==> src/rtl/bcd_display_pkg.sv <==
// Shared constants for the scanned BCD display driver: segment encodings
// (seg[6]=a .. seg[0]=g, active-high) and the BCD validity helper.
package bcd_display_pkg;

    localparam int SEG_W = 7;

    localparam logic [SEG_W-1:0] SEG_BLANK = 7'b0000000;
    localparam logic [SEG_W-1:0] SEG_DASH  = 7'b0000001;

    localparam logic [SEG_W-1:0] SEG_DIGIT [0:9] = '{
        7'b1111110, 7'b0110000, 7'b1101101, 7'b1111001, 7'b0110011,
        7'b1011011, 7'b1011111, 7'b1110000, 7'b1111111, 7'b1111011
    };

    function automatic logic is_valid_bcd(input logic [3:0] nib);
        return nib <= 4'd9;
    endfunction

endpackage

==> src/rtl/bcd_seg_lut.sv <==
// Combinational nibble-to-segment lookup; non-BCD nibbles show a dash.
module bcd_seg_lut
    import bcd_display_pkg::*;
(
    input  logic [3:0]       nibble_i,
    output logic [SEG_W-1:0] seg_o,
    output logic             valid_o
);

    always_comb begin
        seg_o   = SEG_DASH;
        valid_o = is_valid_bcd(nibble_i);
        case (nibble_i)
            4'd0:    seg_o = SEG_DIGIT[0];
            4'd1:    seg_o = SEG_DIGIT[1];
            4'd2:    seg_o = SEG_DIGIT[2];
            4'd3:    seg_o = SEG_DIGIT[3];
            4'd4:    seg_o = SEG_DIGIT[4];
            4'd5:    seg_o = SEG_DIGIT[5];
            4'd6:    seg_o = SEG_DIGIT[6];
            4'd7:    seg_o = SEG_DIGIT[7];
            4'd8:    seg_o = SEG_DIGIT[8];
            4'd9:    seg_o = SEG_DIGIT[9];
            default: seg_o = SEG_DASH;
        endcase
    end

endmodule

==> src/rtl/bcd_display_mux.sv <==
// Time-multiplexed N-digit 7-segment driver: latches a packed BCD word and
// scans one digit per slot with leading-zero suppression and per-digit blink.
module bcd_display_mux
    import bcd_display_pkg::*;
#(
    parameter int N_DIGITS     = 4,
    parameter int CLK_DIV      = 1000,
    parameter int BLINK_FRAMES = 64
) (
    input  logic                    clk,
    input  logic                    rst,
    input  logic                    load,
    input  logic [4*N_DIGITS-1:0]   data_in,
    input  logic                    blank_lz,
    input  logic [N_DIGITS-1:0]     blink_en,
    output logic [SEG_W-1:0]        seg,
    output logic [N_DIGITS-1:0]     an,
    output logic                    err,
    output logic                    frame_done
);

    localparam int DIV_W = (CLK_DIV > 1) ? $clog2(CLK_DIV) : 1;
    localparam int IDX_W = (N_DIGITS > 1) ? $clog2(N_DIGITS) : 1;
    localparam int FRM_W = (BLINK_FRAMES > 1) ? $clog2(BLINK_FRAMES) : 1;

    logic [4*N_DIGITS-1:0] data_q, data_d;
    logic [DIV_W-1:0]      div_q, div_d;
    logic [IDX_W-1:0]      idx_q, idx_d;
    logic [FRM_W-1:0]      frm_q, frm_d;
    logic                  phase_q, phase_d;
    logic [SEG_W-1:0]      seg_q, seg_d;
    logic [N_DIGITS-1:0]   an_q, an_d;
    logic                  err_q, err_d;
    logic                  fdone_q, fdone_d;

    logic [3:0]       cur_nib;
    logic             lz_hit;
    logic             blink_hit;
    logic             slot_end;
    logic             frame_end;
    logic [SEG_W-1:0] lut_seg;
    logic             lut_valid;

    always_comb begin
        slot_end  = (div_q == DIV_W'(CLK_DIV - 1));
        frame_end = slot_end && (idx_q == IDX_W'(N_DIGITS - 1));

        div_d   = slot_end ? '0 : div_q + DIV_W'(1);
        idx_d   = idx_q;
        frm_d   = frm_q;
        phase_d = phase_q;
        if (slot_end) begin
            idx_d = frame_end ? '0 : idx_q + IDX_W'(1);
        end
        if (frame_end) begin
            if (frm_q == FRM_W'(BLINK_FRAMES - 1)) begin
                frm_d   = '0;
                phase_d = ~phase_q;
            end else begin
                frm_d = frm_q + FRM_W'(1);
            end
        end
        fdone_d = frame_end;
        data_d  = load ? data_in : data_q;
    end

    // Walk from the most significant digit down; lz_run stays set only while
    // every nibble seen so far is zero (invalid nibbles count as non-zero).
    always_comb begin
        logic lz_run;
        lz_run    = 1'b1;
        lz_hit    = 1'b0;
        blink_hit = 1'b0;
        cur_nib   = 4'd0;
        err_d     = 1'b0;
        an_d      = '0;
        for (int i = N_DIGITS - 1; i >= 0; i--) begin
            if (data_q[4*i +: 4] != 4'd0) begin
                lz_run = 1'b0;
            end
            if (!is_valid_bcd(data_q[4*i +: 4])) begin
                err_d = 1'b1;
            end
            if (idx_q == IDX_W'(i)) begin
                lz_hit    = lz_run && (i != 0);
                blink_hit = blink_en[i];
                cur_nib   = data_q[4*i +: 4];
                an_d[i]   = 1'b1;
            end
        end
    end

    bcd_seg_lut u_lut (
        .nibble_i (cur_nib),
        .seg_o    (lut_seg),
        .valid_o  (lut_valid)
    );

    always_comb begin
        if (phase_q && blink_hit) begin
            seg_d = SEG_BLANK;
        end else if (blank_lz && lz_hit) begin
            seg_d = SEG_BLANK;
        end else begin
            seg_d = lut_valid ? lut_seg : SEG_DASH;
        end
    end

    always_ff @(posedge clk) begin
        if (rst) begin
            data_q  <= '0;
            div_q   <= '0;
            idx_q   <= '0;
            frm_q   <= '0;
            phase_q <= 1'b0;
            seg_q   <= SEG_BLANK;
            an_q    <= '0;
            err_q   <= 1'b0;
            fdone_q <= 1'b0;
        end else begin
            data_q  <= data_d;
            div_q   <= div_d;
            idx_q   <= idx_d;
            frm_q   <= frm_d;
            phase_q <= phase_d;
            seg_q   <= seg_d;
            an_q    <= an_d;
            err_q   <= err_d;
            fdone_q <= fdone_d;
        end
    end

    assign seg        = seg_q;
    assign an         = an_q;
    assign err        = err_q;
    assign frame_done = fdone_q;

endmodule
==> config.mk <==
export PLATFORM = sky130hd
export DESIGN_NAME = bcd_display_mux
export DESIGN_NICKNAME = d
export VERILOG_FILES = /design/src/rtl/bcd_display_pkg.sv /design/src/rtl/bcd_seg_lut.sv /design/src/rtl/bcd_display_mux.sv
export SDC_FILE = /design/constraint.sdc
export NUM_CORES = 1
export LEC_CHECK = 0
export BUFFER_PORTS_ARGS = -buffer_cell sky130_fd_sc_hd__buf_4
export CAP_MARGIN = 20
export CORE_UTILIZATION = 53
export DETAILED_ROUTE_END_ITERATION = 10
export GPL_TIMING_DRIVEN = 0
export HOLD_SLACK_MARGIN = 0.02
export PLACE_DENSITY = 0.83
export SLEW_MARGIN = 20
export SYNTH_ARGS = -nofsm -noshare
export SYNTH_HDL_FRONTEND = slang
export SYNTH_SLANG_ARGS = --single-unit
==> constraint.sdc <==
create_clock -name clk -period 4.25 [get_ports clk]
set_input_delay 0.6375 -clock clk [delete_from_list [all_inputs] [get_ports clk]]
set_output_delay 0.6375 -clock clk [all_outputs]
set_load 0.03 [all_outputs]
==> metrics.txt <==
data arrival at the endpoint of the critical path 2.91 ns; total number of clock tree sinks 48; detailed-routing wirelength on met1 between 1500 and 2000 um; area of the mapped netlist 2270 um^2; number of hold-repair buffers added at the cts stage 0; Num CTS Buffers 5; number of antenna violations at the first check in global routing 0; CTS max path bufs 2; clock edge transition at the registers on the reported setup and hold paths roughly 0.09 ns; startpoint type of the worst setup path flop; leading cell types in the layout, fill and taps excluded sky130_fd_sc_hd__dfxtp_1 (48), sky130_fd_sc_hd__nor2_1 (46), sky130_fd_sc_hd__buf_4 (34); switching part of the total power 27.0%; die area 4560 um^2; number of endpoints failing setup at the final stage 0; final clock skew 0.00533 ns; wire length of the first global-routing pass about 7800 um; pin count of the biggest net entering global routing 18; Mapped Cells 256; worst slew pin tran 0.627 ns; ratio of cells with drive above 1 in the final layout 17.1%; residual overflow from global routing 0; number of enable-type register cells in the synthesized netlist 0; Post-Synthesis Net Count 292; sum of met3 wire segment lengths after detailed routing 201 um; unrepaired setup endpoints after global routing no; drt first pass iters 4; data required time at the worst endpoint 4.45 ns; total of max-cap violations 0; worst slack after detailed placement 1.56 ns; Max Clock Freq between 0.3 and 0.4 GHz; initial detailed-routing violation count 81; setup fix buffers added after clock tree synthesis 0; number of top-level pins 37; share of power burned in registers 55.1%; largest cells by area after synthesis sky130_fd_sc_hd__dfxtp_1 (42%), sky130_fd_sc_hd__nor2_1 (7.6%), sky130_fd_sc_hd__mux2i_1 (7.5%); total negative slack 0 ns; highest signal layer in the routed design met4; placer congestion estimate 0.896; post-detailed-placement cell area 2590 um^2; detailed-route wire length roughly 4300 um; fill cell count between 300 and 400; P per Cell Area 325 nW/um^2; Post-CTS Resized 0; Nets 333; worst setup margin 1.54 ns; root cell of the clock tree sky130_fd_sc_hd__clkbuf_8; time the worst path needs with I/O delays and setup 2.71 ns; internal power summed over all cells 0.639 mW; Slew Limit Fails 0; Skew-Pair Late Insertion Delay 0.31 ns; Routed WL per cell between 10 and 15 um; remaining antenna violation count after routing 0; overall track demand over capacity in global routing between 20% and 30%; average footprint of a synthesized cell 8.88 um^2; number of synthesized register bits 48; final cycle utilization of the critical path between 60% and 70%; dominant register cell in the synthesized netlist sky130_fd_sc_hd__dfxtp_1; vias after detailed routing 1871; outcome finished clean; number of hold violations in the final report 0; sequential fraction of the synthesis area a little over two fifths; Core Footprint around 4100 um^2; yosys warns 0; share of synthesized flip-flops with an asynchronous set or reset 0%; post-detailed-route DRC marker count 0; CTS tree yes; H-tree Lvls 2; average via count per standard cell 5.38; number of global-route vias before repair 1782; signed area change from the synthesized netlist to the final layout 18.2%; die extent in x 67.5 um; commonest non-fill, non-tap cell in the layout sky130_fd_sc_hd__dfxtp_1; Slew headroom approximately 58%; biggest fanout along the worst timing path 10; Cell Rows 23; detailed placer's ending HPWL approximately 3300 um; Tightest Hold Check Type reg -> reg; cell taking the most area after synthesis sky130_fd_sc_hd__dfxtp_1; leak pwr 1.10 nW; clock network fraction of total power 32.7%; Cell variety after synth 43; Crit Path Class reg -> reg; Die Span Y 67.5 um; Initial Util 56.0%; switching power approximately 0.24 mW; Yosys top cell area share 42.3%; fraction of power consumed by combinational cells around 12%; number of port buffers 34; Antenna Diode Count 0; kind of capture point of the worst setup path flop; Peak VDD IR 0.194 mV; wire length on met2 slightly above 2000 um; final-layout worst hold slack 0.473 ns; Non-Filler Cell Area, Final 2690 um^2
critical path, stage by stage, from the launching register on:
cell	delay (ns)
sky130_fd_sc_hd__dfxtp_1	0.41
sky130_fd_sc_hd__inv_1	0.09
sky130_fd_sc_hd__ha_1	0.24
sky130_fd_sc_hd__clkbuf_1	0.21
sky130_fd_sc_hd__nand3b_1	0.22
sky130_fd_sc_hd__a221oi_2	0.51
sky130_fd_sc_hd__inv_1	0.19
sky130_fd_sc_hd__ha_1	0.25
sky130_fd_sc_hd__nor2_1	0.11
sky130_fd_sc_hd__o21ai_1	0.07
sky130_fd_sc_hd__nand4b_1	0.22
sky130_fd_sc_hd__nor2_1	0.07
metal layers:
layer | track usage (%) | vias to the layer above
met3 | 5.41 | 9
met4 | 9.04 | 0
met1 | 28.8 | 851
met2 | 36.9 | 42
met5 | 0 | -
li1 | - | 969
final timing paths:
check,slack (ns),startpoint,cells past startpoint,endpoint
hold / removal,0.47,div_q[0],1,div_q[0]
setup reg to reg,1.54,idx_q[0],11,seg[2]
hold reg to reg,0.47,div_q[0],1,div_q[0]
setup / recovery,1.54,idx_q[0],11,seg[2]
registers in the layout, indices dropped and copies added (netlist names):
name / flops
frame_done: 1
phase_q: 1
div_q: 10
idx_q: 2
seg: 7
frm_q: 6
data_q: 16
an: 4
err: 1
metrics by stage:
step / power (mW) / utilization, % / std cells
finish: 0.874 / 66.2 / 348
global route: 0.914 / 66.2 / 348
global placement: 0.596 / 63.9 / 340
floorplan: 0.557 / - / 256
detailed placement: 0.599 / 63.9 / 340
CTS: 0.884 / 66.2 / 348
synth_stat cells, types with 2 or more instances:
library cell / instances
sky130_fd_sc_hd__or4_1: 2
sky130_fd_sc_hd__nor2_1: 46
sky130_fd_sc_hd__ha_1: 12
sky130_fd_sc_hd__o21ai_1: 4
sky130_fd_sc_hd__dfxtp_1: 48
sky130_fd_sc_hd__nand3_1: 5
sky130_fd_sc_hd__a21oi_1: 17
sky130_fd_sc_hd__mux2i_1: 17
sky130_fd_sc_hd__o211ai_1: 2
sky130_fd_sc_hd__xor2_1: 5
sky130_fd_sc_hd__nand3b_1: 6
sky130_fd_sc_hd__nor3b_1: 3
sky130_fd_sc_hd__clkbuf_1: 9
sky130_fd_sc_hd__a221oi_1: 3
sky130_fd_sc_hd__nand4b_1: 2
sky130_fd_sc_hd__buf_2: 4
sky130_fd_sc_hd__a211oi_1: 4
sky130_fd_sc_hd__nand2_1: 13
sky130_fd_sc_hd__inv_1: 12
sky130_fd_sc_hd__or3_1: 3
sky130_fd_sc_hd__xnor2_1: 6
sky130_fd_sc_hd__nand4_1: 2
sky130_fd_sc_hd__o21ai_0: 8
sky130_fd_sc_hd__nor2b_1: 4
kinds of logic after synthesis:
kind of cell | synth area share, %
adder cells (fa/ha/maj) | 6.60
XOR/XNOR | 4.24
flip-flops | 42.3
buffers and inverters | 4.35
AO/OA/AOI/OAI | 12.7
AND/OR/NAND/NOR | 22.3
multiplexers | 7.48
power by group through the flow:
stage	registers (mW)	clock network [mW]	logic, mW
6_report	0.482	0.286	0.106
5_1_grt	0.485	0.310	0.119
4_1_cts	0.482	0.295	0.107
2_1_floorplan	0.505	0	0.0518
3_5_place_dp	0.492	0	0.107
3_3_place_gp	0.492	0	0.104
area by class of cell:
cell class	instances	area (um^2)	share of cell area (%)
plain buffers	13	53.8	2.00
clock buffers	5	68.8	2.56
clock inverters	3	26.3	0.978
inverters	12	45.0	1.68
multi-input cells	183	1210	45.2
flip-flops and latches	48	961	35.8
well taps	50	62.6	2.33
repair buffers	34	255	9.50
(Power assumes the default switching activity.)
